[src/rtl/snn_lif_if.sv]
// Handshake, weight-programming and spike-FIFO signals of the LIF neuron layer.
// The master side drives events, weights and pops; the slave side is the layer.
interface snn_lif_if #(
   parameter int N_NEURONS  = 16,
   parameter int N_INPUTS   = 16,
   parameter int W_BITS     = 8,
   parameter int V_BITS     = 12,
   parameter int FIFO_DEPTH = 8
);
   localparam int IA_W  = $clog2(N_INPUTS);
   localparam int NA_W  = $clog2(N_NEURONS);
   localparam int WA_W  = $clog2(N_INPUTS * N_NEURONS);
   localparam int CNT_W = $clog2(FIFO_DEPTH) + 1;

   logic                     in_valid;
   logic [IA_W-1:0]          in_addr;
   logic                     in_ready;
   logic signed [V_BITS-1:0] thresh;
   logic                     wt_wen;
   logic [WA_W-1:0]          wt_addr;
   logic signed [W_BITS-1:0] wt_data;
   logic                     busy;
   logic                     spike_ren;
   logic [NA_W-1:0]          spike_addr;
   logic                     spike_empty;
   logic [CNT_W-1:0]         spike_count;

   modport master (
      output in_valid, in_addr, thresh, wt_wen, wt_addr, wt_data, spike_ren,
      input  in_ready, busy, spike_addr, spike_empty, spike_count
   );

   modport slave (
      input  in_valid, in_addr, thresh, wt_wen, wt_addr, wt_data, spike_ren,
      output in_ready, busy, spike_addr, spike_empty, spike_count
   );
endinterface

[src/rtl/snn_lif_layer.sv]
// Event-driven integrate-and-fire layer: each accepted event sweeps all neurons one per
// cycle, adding a weight row with saturation and queueing fired neuron indices in a FIFO.
module snn_lif_layer #(
   parameter int N_NEURONS  = 16,
   parameter int N_INPUTS   = 16,
   parameter int W_BITS     = 8,
   parameter int V_BITS     = 12,
   parameter int RESET_MODE = 0,
   parameter int FIFO_DEPTH = 8
) (
   input logic      clk,
   input logic      rst,
   snn_lif_if.slave bus
);
   localparam int IA_W  = $clog2(N_INPUTS);
   localparam int NA_W  = $clog2(N_NEURONS);
   localparam int N_WTS = N_INPUTS * N_NEURONS;
   localparam int WA_W  = $clog2(N_WTS);
   localparam int PTR_W = $clog2(FIFO_DEPTH);
   localparam int CNT_W = PTR_W + 1;
   localparam logic signed [V_BITS:0] V_HI = (V_BITS+1)'((1 << (V_BITS-1)) - 1);
   localparam logic signed [V_BITS:0] V_LO = -V_HI - 1;

   typedef enum logic {IDLE, ACCUM} state_t;

   function automatic logic signed [V_BITS-1:0] sat(input logic signed [V_BITS:0] x);
      if (x > V_HI)      return V_HI[V_BITS-1:0];
      else if (x < V_LO) return V_LO[V_BITS-1:0];
      else               return x[V_BITS-1:0];
   endfunction

   state_t                   state, state_nxt;
   logic [IA_W-1:0]          ch;
   logic [NA_W-1:0]          k;
   logic signed [W_BITS-1:0] wt  [N_WTS];
   logic signed [V_BITS-1:0] pot [N_NEURONS];
   logic [NA_W-1:0]          fifo [FIFO_DEPTH];
   logic [PTR_W-1:0]         rd_ptr, wr_ptr;
   logic [CNT_W-1:0]         count;

   logic                     start, last, fire, full, stall, advance, push, pop;
   logic [WA_W-1:0]          rd_idx;
   logic signed [W_BITS-1:0] w_sel;
   logic signed [V_BITS:0]   sum_wide, diff_wide;
   logic signed [V_BITS-1:0] sum_sat, pot_nxt;

   // Neuron update datapath; the weight read sees the pre-edge array, so a same-cycle
   // write to that entry only affects later sweeps.
   always_comb begin
      // NOTE: every combinational output gets a value on every path, so no latch is inferred.
      rd_idx    = WA_W'(ch) * WA_W'(N_NEURONS) + WA_W'(k);
      w_sel     = wt[rd_idx];
      sum_wide  = (V_BITS+1)'(pot[k]) + (V_BITS+1)'(w_sel);
      sum_sat   = sat(sum_wide);
      diff_wide = (V_BITS+1)'(sum_sat) - (V_BITS+1)'(bus.thresh);
      fire      = (state == ACCUM) && (sum_sat >= bus.thresh);
      pot_nxt   = fire ? ((RESET_MODE != 0) ? sat(diff_wide) : '0) : sum_sat;
      full      = (count == CNT_W'(FIFO_DEPTH));
      stall     = fire && full;
      advance   = (state == ACCUM) && !stall;
      push      = fire && !full;
      pop       = bus.spike_ren && (count != '0);
      start     = bus.in_valid && (state == IDLE) && (32'(bus.in_addr) < N_INPUTS);
      last      = (k == NA_W'(N_NEURONS - 1));
   end

   always_ff @(posedge clk or posedge rst) begin
      // NOTE: sequential state uses non-blocking assignments so every flop samples pre-edge values.
      if (rst) state <= IDLE;
      else     state <= state_nxt;
   end

   always_comb begin
      state_nxt = state;
      case (state)
         IDLE:    if (start) state_nxt = ACCUM;
         ACCUM:   if (advance && last) state_nxt = IDLE;
         default: state_nxt = IDLE;
      endcase
   end

   always_comb begin
      bus.in_ready = (state == IDLE);
      bus.busy     = (state != IDLE);
   end

   // Out-of-range event channels complete the handshake in IDLE but never start a sweep.
   always_ff @(posedge clk or posedge rst) begin
      if (rst) begin
         ch <= '0;
         k  <= '0;
      end else if (start) begin
         ch <= bus.in_addr;
         k  <= '0;
      end else if (advance) begin
         k  <= k + 1'b1;
      end
   end

   always_ff @(posedge clk or posedge rst) begin
      if (rst) begin
         for (int i = 0; i < N_NEURONS; i++) pot[i] <= '0;
      end else if (advance) begin
         pot[k] <= pot_nxt;
      end
   end

   always_ff @(posedge clk or posedge rst) begin
      if (rst) begin
         for (int i = 0; i < N_WTS; i++) wt[i] <= '0;
      end else if (bus.wt_wen && (32'(bus.wt_addr) < N_WTS)) begin
         wt[bus.wt_addr] <= bus.wt_data;
      end
   end

   always_ff @(posedge clk or posedge rst) begin
      if (rst) begin
         rd_ptr <= '0;
         wr_ptr <= '0;
         count  <= '0;
      end else begin
         if (push) wr_ptr <= wr_ptr + 1'b1;
         if (pop)  rd_ptr <= rd_ptr + 1'b1;
         case ({push, pop})
            2'b10:   count <= count + 1'b1;
            2'b01:   count <= count - 1'b1;
            default: count <= count;
         endcase
      end
   end

   // NOTE: FIFO storage is not reset; entries are only visible once the pointers cover them.
   always_ff @(posedge clk) begin
      if (push) fifo[wr_ptr] <= k;
   end

   always_comb begin
      bus.spike_empty = (count == '0);
      bus.spike_addr  = (count == '0) ? '0 : fifo[rd_ptr];
      bus.spike_count = count;
   end
endmodule

[src/flat_wrapper.sv]
// flat-port wrapper written by rule: the top's interface ports become plain ports
module snn_lif_layer_flat 
#(
   parameter int N_NEURONS  = 16,
   parameter int N_INPUTS   = 16,
   parameter int W_BITS     = 8,
   parameter int V_BITS     = 12,
   parameter int RESET_MODE = 0,
   parameter int FIFO_DEPTH = 8
)
  (clk, rst, bus_in_valid, bus_in_addr, bus_thresh, bus_wt_wen, bus_wt_addr, bus_wt_data, bus_spike_ren, bus_in_ready, bus_busy, bus_spike_addr, bus_spike_empty, bus_spike_count);
  snn_lif_if #(.N_NEURONS(N_NEURONS), .N_INPUTS(N_INPUTS), .W_BITS(W_BITS), .V_BITS(V_BITS), .FIFO_DEPTH(FIFO_DEPTH)) bus_i ();
  input logic clk;
  input logic rst;
  input wire logic [$bits(bus_i.in_valid)-1:0] bus_in_valid;
  input wire logic [$bits(bus_i.in_addr)-1:0] bus_in_addr;
  input wire logic [$bits(bus_i.thresh)-1:0] bus_thresh;
  input wire logic [$bits(bus_i.wt_wen)-1:0] bus_wt_wen;
  input wire logic [$bits(bus_i.wt_addr)-1:0] bus_wt_addr;
  input wire logic [$bits(bus_i.wt_data)-1:0] bus_wt_data;
  input wire logic [$bits(bus_i.spike_ren)-1:0] bus_spike_ren;
  output wire logic [$bits(bus_i.in_ready)-1:0] bus_in_ready;
  output wire logic [$bits(bus_i.busy)-1:0] bus_busy;
  output wire logic [$bits(bus_i.spike_addr)-1:0] bus_spike_addr;
  output wire logic [$bits(bus_i.spike_empty)-1:0] bus_spike_empty;
  output wire logic [$bits(bus_i.spike_count)-1:0] bus_spike_count;
  assign bus_i.in_valid = bus_in_valid;
  assign bus_i.in_addr = bus_in_addr;
  assign bus_i.thresh = bus_thresh;
  assign bus_i.wt_wen = bus_wt_wen;
  assign bus_i.wt_addr = bus_wt_addr;
  assign bus_i.wt_data = bus_wt_data;
  assign bus_i.spike_ren = bus_spike_ren;
  assign bus_in_ready = bus_i.in_ready;
  assign bus_busy = bus_i.busy;
  assign bus_spike_addr = bus_i.spike_addr;
  assign bus_spike_empty = bus_i.spike_empty;
  assign bus_spike_count = bus_i.spike_count;
  snn_lif_layer #(.N_NEURONS(N_NEURONS), .N_INPUTS(N_INPUTS), .W_BITS(W_BITS), .V_BITS(V_BITS), .RESET_MODE(RESET_MODE), .FIFO_DEPTH(FIFO_DEPTH)) u_core (.clk(clk), .rst(rst), .bus(bus_i));
endmodule
[config.mk]
export PLATFORM = sky130hd
export DESIGN_NAME = snn_lif_layer_flat
export DESIGN_NICKNAME = d
export VERILOG_FILES = /design/src/rtl/snn_lif_if.sv /design/src/rtl/snn_lif_layer.sv /design/src/flat_wrapper.sv
export SDC_FILE = /design/constraint.sdc
export NUM_CORES = 2
export LEC_CHECK = 0
export CAP_MARGIN = 20
export CORE_MARGIN = 5
export CORE_UTILIZATION = 30
export CTS_CLUSTER_SIZE = 40
export DETAILED_ROUTE_END_ITERATION = 6
export PLACE_DENSITY = 0.5
export SYNTH_ARGS = -nofsm -noshare
export SYNTH_HDL_FRONTEND = slang
export SYNTH_SLANG_ARGS = --single-unit
[constraint.sdc]
create_clock -name clk -period 102.7 [get_ports clk]
set_input_delay 20.54 -clock clk [delete_from_list [all_inputs] [get_ports clk]]
set_output_delay 20.54 -clock clk [all_outputs]
set_load 0.02 [all_outputs]
## Yosys cells after proc, flatten, opt, wreduce, memory -nomap -nowiden

Memories as Yosys holds them, arrays and structs flattened.
Cells that the tools add are included.

- Add/subtract/negate cells: 7
- Magnitude comparators: 8
- Equality and inequality tests: 4
- Mux-type cells: 24
- Bitwise gates (word level): 4
- Reduce and logical (&&, ||, !) cells: 15

Operator list:

| cell | number |
|---|---|
| bitwise mux 2048 bit | 1 |
| bitwise mux 192 bit | 1 |
| 2-to-1 mux 12 bit | 6 |
| binary-select mux 8 bit (select 8 bit) | 1 |
| demux 8 bit (select 8 bit) | 1 |
| binary-select mux 12 bit (select 4 bit) | 1 |
| demux 12 bit (select 4 bit) | 1 |
| 2-to-1 mux 8 bit | 3 |
| greater-or-equal comparator 9 bit, second input constant | 2 |
| NOT 8 -> 9 bit | 2 |
| adder 12 x 8 -> 13 bit | 1 |
| > comparator 13 x 12 -> 1 bit, second input constant | 1 |
| < comparator 13 x 12 -> 1 bit, second input constant | 1 |
| greater-or-equal comparator 12 bit | 1 |
| 2-to-1 mux 4 bit | 3 |
| logical AND 1 bit | 9 |
| < comparator 9 x 1 -> 1 bit, second input constant | 1 |
| adder 4 x 1 -> 4 bit, second input constant | 2 |
| adder 8 x 4 -> 8 bit | 1 |
| equality test 4 bit, second input constant | 2 |
| case mux 4 bit (2 select lines) | 1 |
| adder 3 x 1 -> 3 bit, second input constant | 2 |
| greater-or-equal comparator 5 bit, second input constant | 1 |
| < comparator 5 x 1 -> 1 bit, second input constant | 1 |
| other kinds (11) | 16 |

- Flip-flop bits (word level): 2,259
- Bits in writable memories: 32
- Bits of input ports: 37
- Output and inout bits: 11
- Logic and storage cells: 341
- Memories: 1

Memories:

| memory | words | width | read ports | clocked after Yosys merged registers in | write ports | RTL line | text |
|---|---|---|---|---|---|---|---|
| u_core.fifo | 8 | 4 | 1 | 0 | 1 | snn_lif_layer.sv:37 | `logic [NA_W-1:0] fifo [FIFO_DEPTH];` |

## Logic depth before layout (Yosys ltp)

- Depth after elaboration: 17
- Mapped depth: 38
- Mapped depth without buffers: 29

## Worst setup path after synthesis

Ideal clock, no wire load.

- Kind: input to register
- Start: input bus_thresh[11]
- End: register u_core.count[2], in the netlist u_core.bus.spike_count[2]
- Setup time: 0.135 ns
- Arrival: 23.155 ns
- Required time: 102.565 ns
- Slack: 79.411 ns
- Stages: 16
- Path buffers: 1
- Cell sequence: inv_1 > ha_1 > nand2b_1 > nor2_1 > o21ai_0 > nand3_1 > nor2_1 > clkbuf_1 > nand2_1 > ha_1 > xor2_1 > ha_1 > a21oi_1 > xor2_1 > nor2_1 > xor2_1

- Word-level cells in the longest chain between the ends: 5
- Elaborated cells on any way between the ends: 7
- Classes of those cells: order compare: 1; eq/ne: 2; mux: 1; reduce/logical: 3

Ends and longest elaborated chain:

| element | RTL line | text |
|---|---|---|
| start, declared | flat_wrapper.sv:17 | `input wire logic [$bits(bus_i.thresh)-1:0] bus_thresh;` |
| greater-or-equal comparator 12 bit (*) | snn_lif_layer.sv:56 | `fire = (state == ACCUM) && (sum_sat >= bus.thresh);` |
| logical AND 1 bit (*) | snn_lif_layer.sv:56 |  |
| logical AND 1 bit (*) | snn_lif_layer.sv:61 | `push = fire && !full;` |
| equality test 2 x 1 -> 1 bit or equality test 2 bit (tied branches) | snn_lif_layer.sv:124 | `case ({push, pop})` |
| case mux 4 bit (2 select lines) or nonzero test 2 bit (tied branches) | - |  |
| end signal, assigned | snn_lif_layer.sv:125 | `2'b10: count <= count + 1'b1;` |
| end signal, assigned | snn_lif_layer.sv:126 | `2'b01: count <= count - 1'b1;` |
| end signal, assigned | snn_lif_layer.sv:127 | `default: count <= count;` |
| end, declared | snn_lif_layer.sv:39 | `logic [CNT_W-1:0] count;` |

Mark *: on every way between the ends. The rest lies on a longest branch, timed or not.
A chain may end at the register's enable or synchronous reset.

==> out/summary.txt <==
H-Tree Level Count: 5
post-route clock skew: 0.0472 ns
Reg area: 57,500 um^2
half-perimeter wire length after placement: 205,000 um
Final Cycle Share: 24.2%
count of non-filler cells in the finished layout: 11,600
maximum number of pins on one net before global-route repair: 193
Seq/Total Area, Yosys: 54.6%
Detail Route Antenna Nets: 0
RSZ-0062 raised after global routing: no
area of the placeable core: 349,000 um^2
clock tree root buffer cell: sky130_fd_sc_hd__clkbuf_16
Setup crit start: rst
number of setup violations in the final report: 0
Max Clk Rate: 0.0403 GHz
final global-route overflow total: 0
CTS-repair resized insts: 0
crit-path max FO: 166
Setup crit end kind: asynchronous set/reset pin
synthesized net count: 6,950
I/O Pins: 48
worst ir drop on vdd: 0.0000541 V
via count of the first global-routing pass: 65,500
share of synthesized registers carrying an async set or reset: 98.6%
r2r endpoint: u_core.pot[159]
timing endpoint of the critical path: u_core.wt[428]
TritonCTS clock tree: yes
chain of cells forming the critical path: clkdlybuf4s50_1 > inv_8 > buf_12 > buf_4 > buf_4 > buf_4 > buf_4
number of failing hold endpoints at the final stage: 0
clock buffer depth: 4
critical path launch point type: primary input
average routed wire per standard cell: 28.4 um
detailed router's first-iteration violation count: 4,207
setup slack of the most critical reg-to-reg path: 90.29 ns
slew margin rel.: 19.5%
gate count after technology mapping: 6,879
synthesis-to-layout area growth: 13.4%
number of setup buffers added after CTS: 0
cell mode on critical path: sky130_fd_sc_hd__buf_4
final weighted congestion in routability-driven placement: 0.797
starting density of the core: 30.1%
launch point of the worst reg-to-reg path: u_core.k[0]
wire length of the first global-routing pass: 484,000 um
worst hold-check slack: 0.496 ns
Worst-Skew Late Latency: 0.89 ns
Die X-Extent: 602 um
worst path arrival time: 25.73 ns
fraction of final layout cells sized beyond drive strength 1: 48.2%
Cell variety after synth: 74
most frequent cells in the layout: 2,257 x sky130_fd_sc_hd__mux2_2, 2,253 x sky130_fd_sc_hd__dfrtp_1, 513 x sky130_fd_sc_hd__mux4_2, 276 x sky130_fd_sc_hd__clkbuf_16, 231 x sky130_fd_sc_hd__nor2_1
number of cells in the design after placement: 11,200
critical-path cell with the highest stage delay: sky130_fd_sc_hd__buf_4
site row count: 217
count of final max-slew check failures: 0
most common cell after layout, fill and taps aside: sky130_fd_sc_hd__mux2_2
pin slew with the least headroom to its limit: 1.21 ns
overall routing resource usage: 17.9%
total via count in the routed design: 61,600
leakage power summed over all cells: 0.0550 uW
clk slew on worst S/H paths: 0.06 ns
Die Outline Area: 363,000 um^2
number of flip-flops and latches in the synthesized netlist: 2,291
result of the run: completed
largest stage delay on the critical path: 0.83 ns
netlist area before placement: 105,000 um^2
footprint of the multi-input gates: 45,300 um^2
mean cell area of the mapped netlist: 15.3 um^2
Fill cells: 33,300
required time reported for the critical path endpoint: 103.59 ns
P per Cell Area: 26.7 nW/um^2
total clock buffers created by CTS: 265
antenna violations before repair: 16
number of detailed-routing iterations run before antenna repair: 5
HP Class: flop to flop
final net count: 6,918
setup TNS: 0 ns
number of design rule violations left after detail routing: 0
Die H: 602 um
Min Clock Period, post-route: 24.84 ns
post-detailed-routing wire length: 331,000 um
# Max-Cap Violations: 0
vias per std cell: 5.29
CTS Sinks: 2,291
number of buffer cells added on primary ports: 47
number of cells on the worst reg-to-reg path: 30
primary flip-flop cell chosen by synthesis mapping: sky130_fd_sc_hd__dfrtp_1
warning count from the yosys run: 0
number of flops mapped to enable cells by yosys: 32
critical path start-end classification: primary input to asynchronous set/reset pin
Hold-fix buffers, CTS: 0
-- flip-flops by register name, indices dropped and copies added (netlist names) --
register,count
u_core.wt,2048
u_core.pot,192
u_core.fifo,32
u_core.bus.spike_count,4
u_core.ch,4
u_core.k,4
u_core.rd_ptr,3
u_core.wr_ptr,3
u_core.bus.busy,1
-- how the worst min path moves through the flow --
stage	startpoint	to	slack, ns	cells after the start
3_3_place_gp	u_core.wt[476]	u_core.wt[476]	0.48	1
2_1_floorplan	u_core.wt[360]	u_core.wt[360]	0.47	1
4_1_cts	u_core.wt[360]	u_core.wt[360]	0.50	1
5_1_grt	u_core.wt[476]	u_core.wt[476]	0.51	1
3_5_place_dp	u_core.wt[360]	u_core.wt[360]	0.49	1
6_report	u_core.wt[482]	u_core.wt[482]	0.50	1
-- per-layer routing --
| layer | vias up | GRT usage (%) | part of all wire, % |
|---|---|---|---|
| met5 | - | 0 | 0 |
| met4 | 0 | 5.20 | 3.2 |
| met3 | 434 | 2.52 | 4.5 |
| met2 | 1345 | 29.2 | 48 |
| met1 | 34200 | 24.8 | 44 |
| li1 | 25700 | - | - |
-- cell type report --
class	instances	share of cell area, %
Timing Repair Buffer	228	1.77
Sequential cell	2291	48.2
Antenna cell	7	0.0147
Clock buffer	404	6.69
Clock inverter	53	0.522
Tap cell	4599	4.82
Inverter	27	0.0912
Multi-Input combinational cell	4034	37.9
-- logic make-up after synthesis --
| logic type | count (synthesis) | synth area share [%] |
|---|---|---|
| multiplexers | 2966 | 37.0 |
| flip-flops | 2291 | 54.6 |
| AND/OR/NAND/NOR | 600 | 2.57 |
| buffers and inverters | 554 | 2.48 |
| AO/OA/AOI/OAI | 416 | 2.78 |
| adder cells (fa/ha/maj) | 34 | 0.411 |
| XOR/XNOR | 18 | 0.150 |
-- critical path: cells and delay by family --
| family | cells | cell delay (ns) |
|---|---|---|
| buffers and inverters | 7 | 4.75 |
-- per-stage QoR --
step	utilization [%]	total power [uW]	cell area [um^2]	worst slack, ns
2_1_floorplan	-	1830	105000	18.33
4_1_cts	34.1	3210	119000	77.78
3_3_place_gp	31.6	2250	111000	77.02
6_report	34.2	3190	119000	77.86
5_1_grt	34.2	3340	119000	77.11
3_5_place_dp	31.7	2260	111000	76.82
-- where the power goes --
group          switching, uW  internal (uW)
clock network            387            557
logic                    760            435
registers               53.5            993
total                   1200           1980
-- synth_stat cells (all sizes together), types with 6 or more instances --
| cell type | count | share of area, % |
|---|---|---|
| a2111oi | 6 | 0.050 |
| nor4 | 13 | 0.077 |
| edfxtp | 32 | 0.91 |
| a22o | 11 | 0.091 |
| inv | 26 | 0.093 |
| nor3 | 34 | 0.16 |
| xnor2 | 10 | 0.083 |
| nor2 | 237 | 0.84 |
| xor2 | 8 | 0.067 |
| nand3b | 6 | 0.043 |
| and2 | 8 | 0.048 |
| o22ai | 52 | 0.31 |
| o221ai | 48 | 0.40 |
| buf | 156 | 1.1 |
| nand3 | 29 | 0.14 |
| nand2b | 16 | 0.095 |
| nand2 | 183 | 0.65 |
| clkbuf | 371 | 1.3 |
| o31ai | 9 | 0.069 |
| a221oi | 17 | 0.14 |
| and3 | 7 | 0.042 |
| mux2 | 2257 | 24 |
| a21o | 8 | 0.057 |
| o211ai | 9 | 0.069 |
| a21oi | 67 | 0.32 |
| mux4 | 516 | 11 |
| a31oi | 11 | 0.065 |
| ha | 33 | 0.39 |
| a211oi | 35 | 0.25 |
| a311oi | 6 | 0.050 |
| nand4b | 12 | 0.10 |
| nor2b | 24 | 0.14 |
| o21ai | 46 | 0.22 |
| dfrtp | 2259 | 54 |
| mux2i | 193 | 1.8 |
| nand4 | 6 | 0.036 |
| a22oi | 60 | 0.43 |
Power figures use the tool's default switching activity.
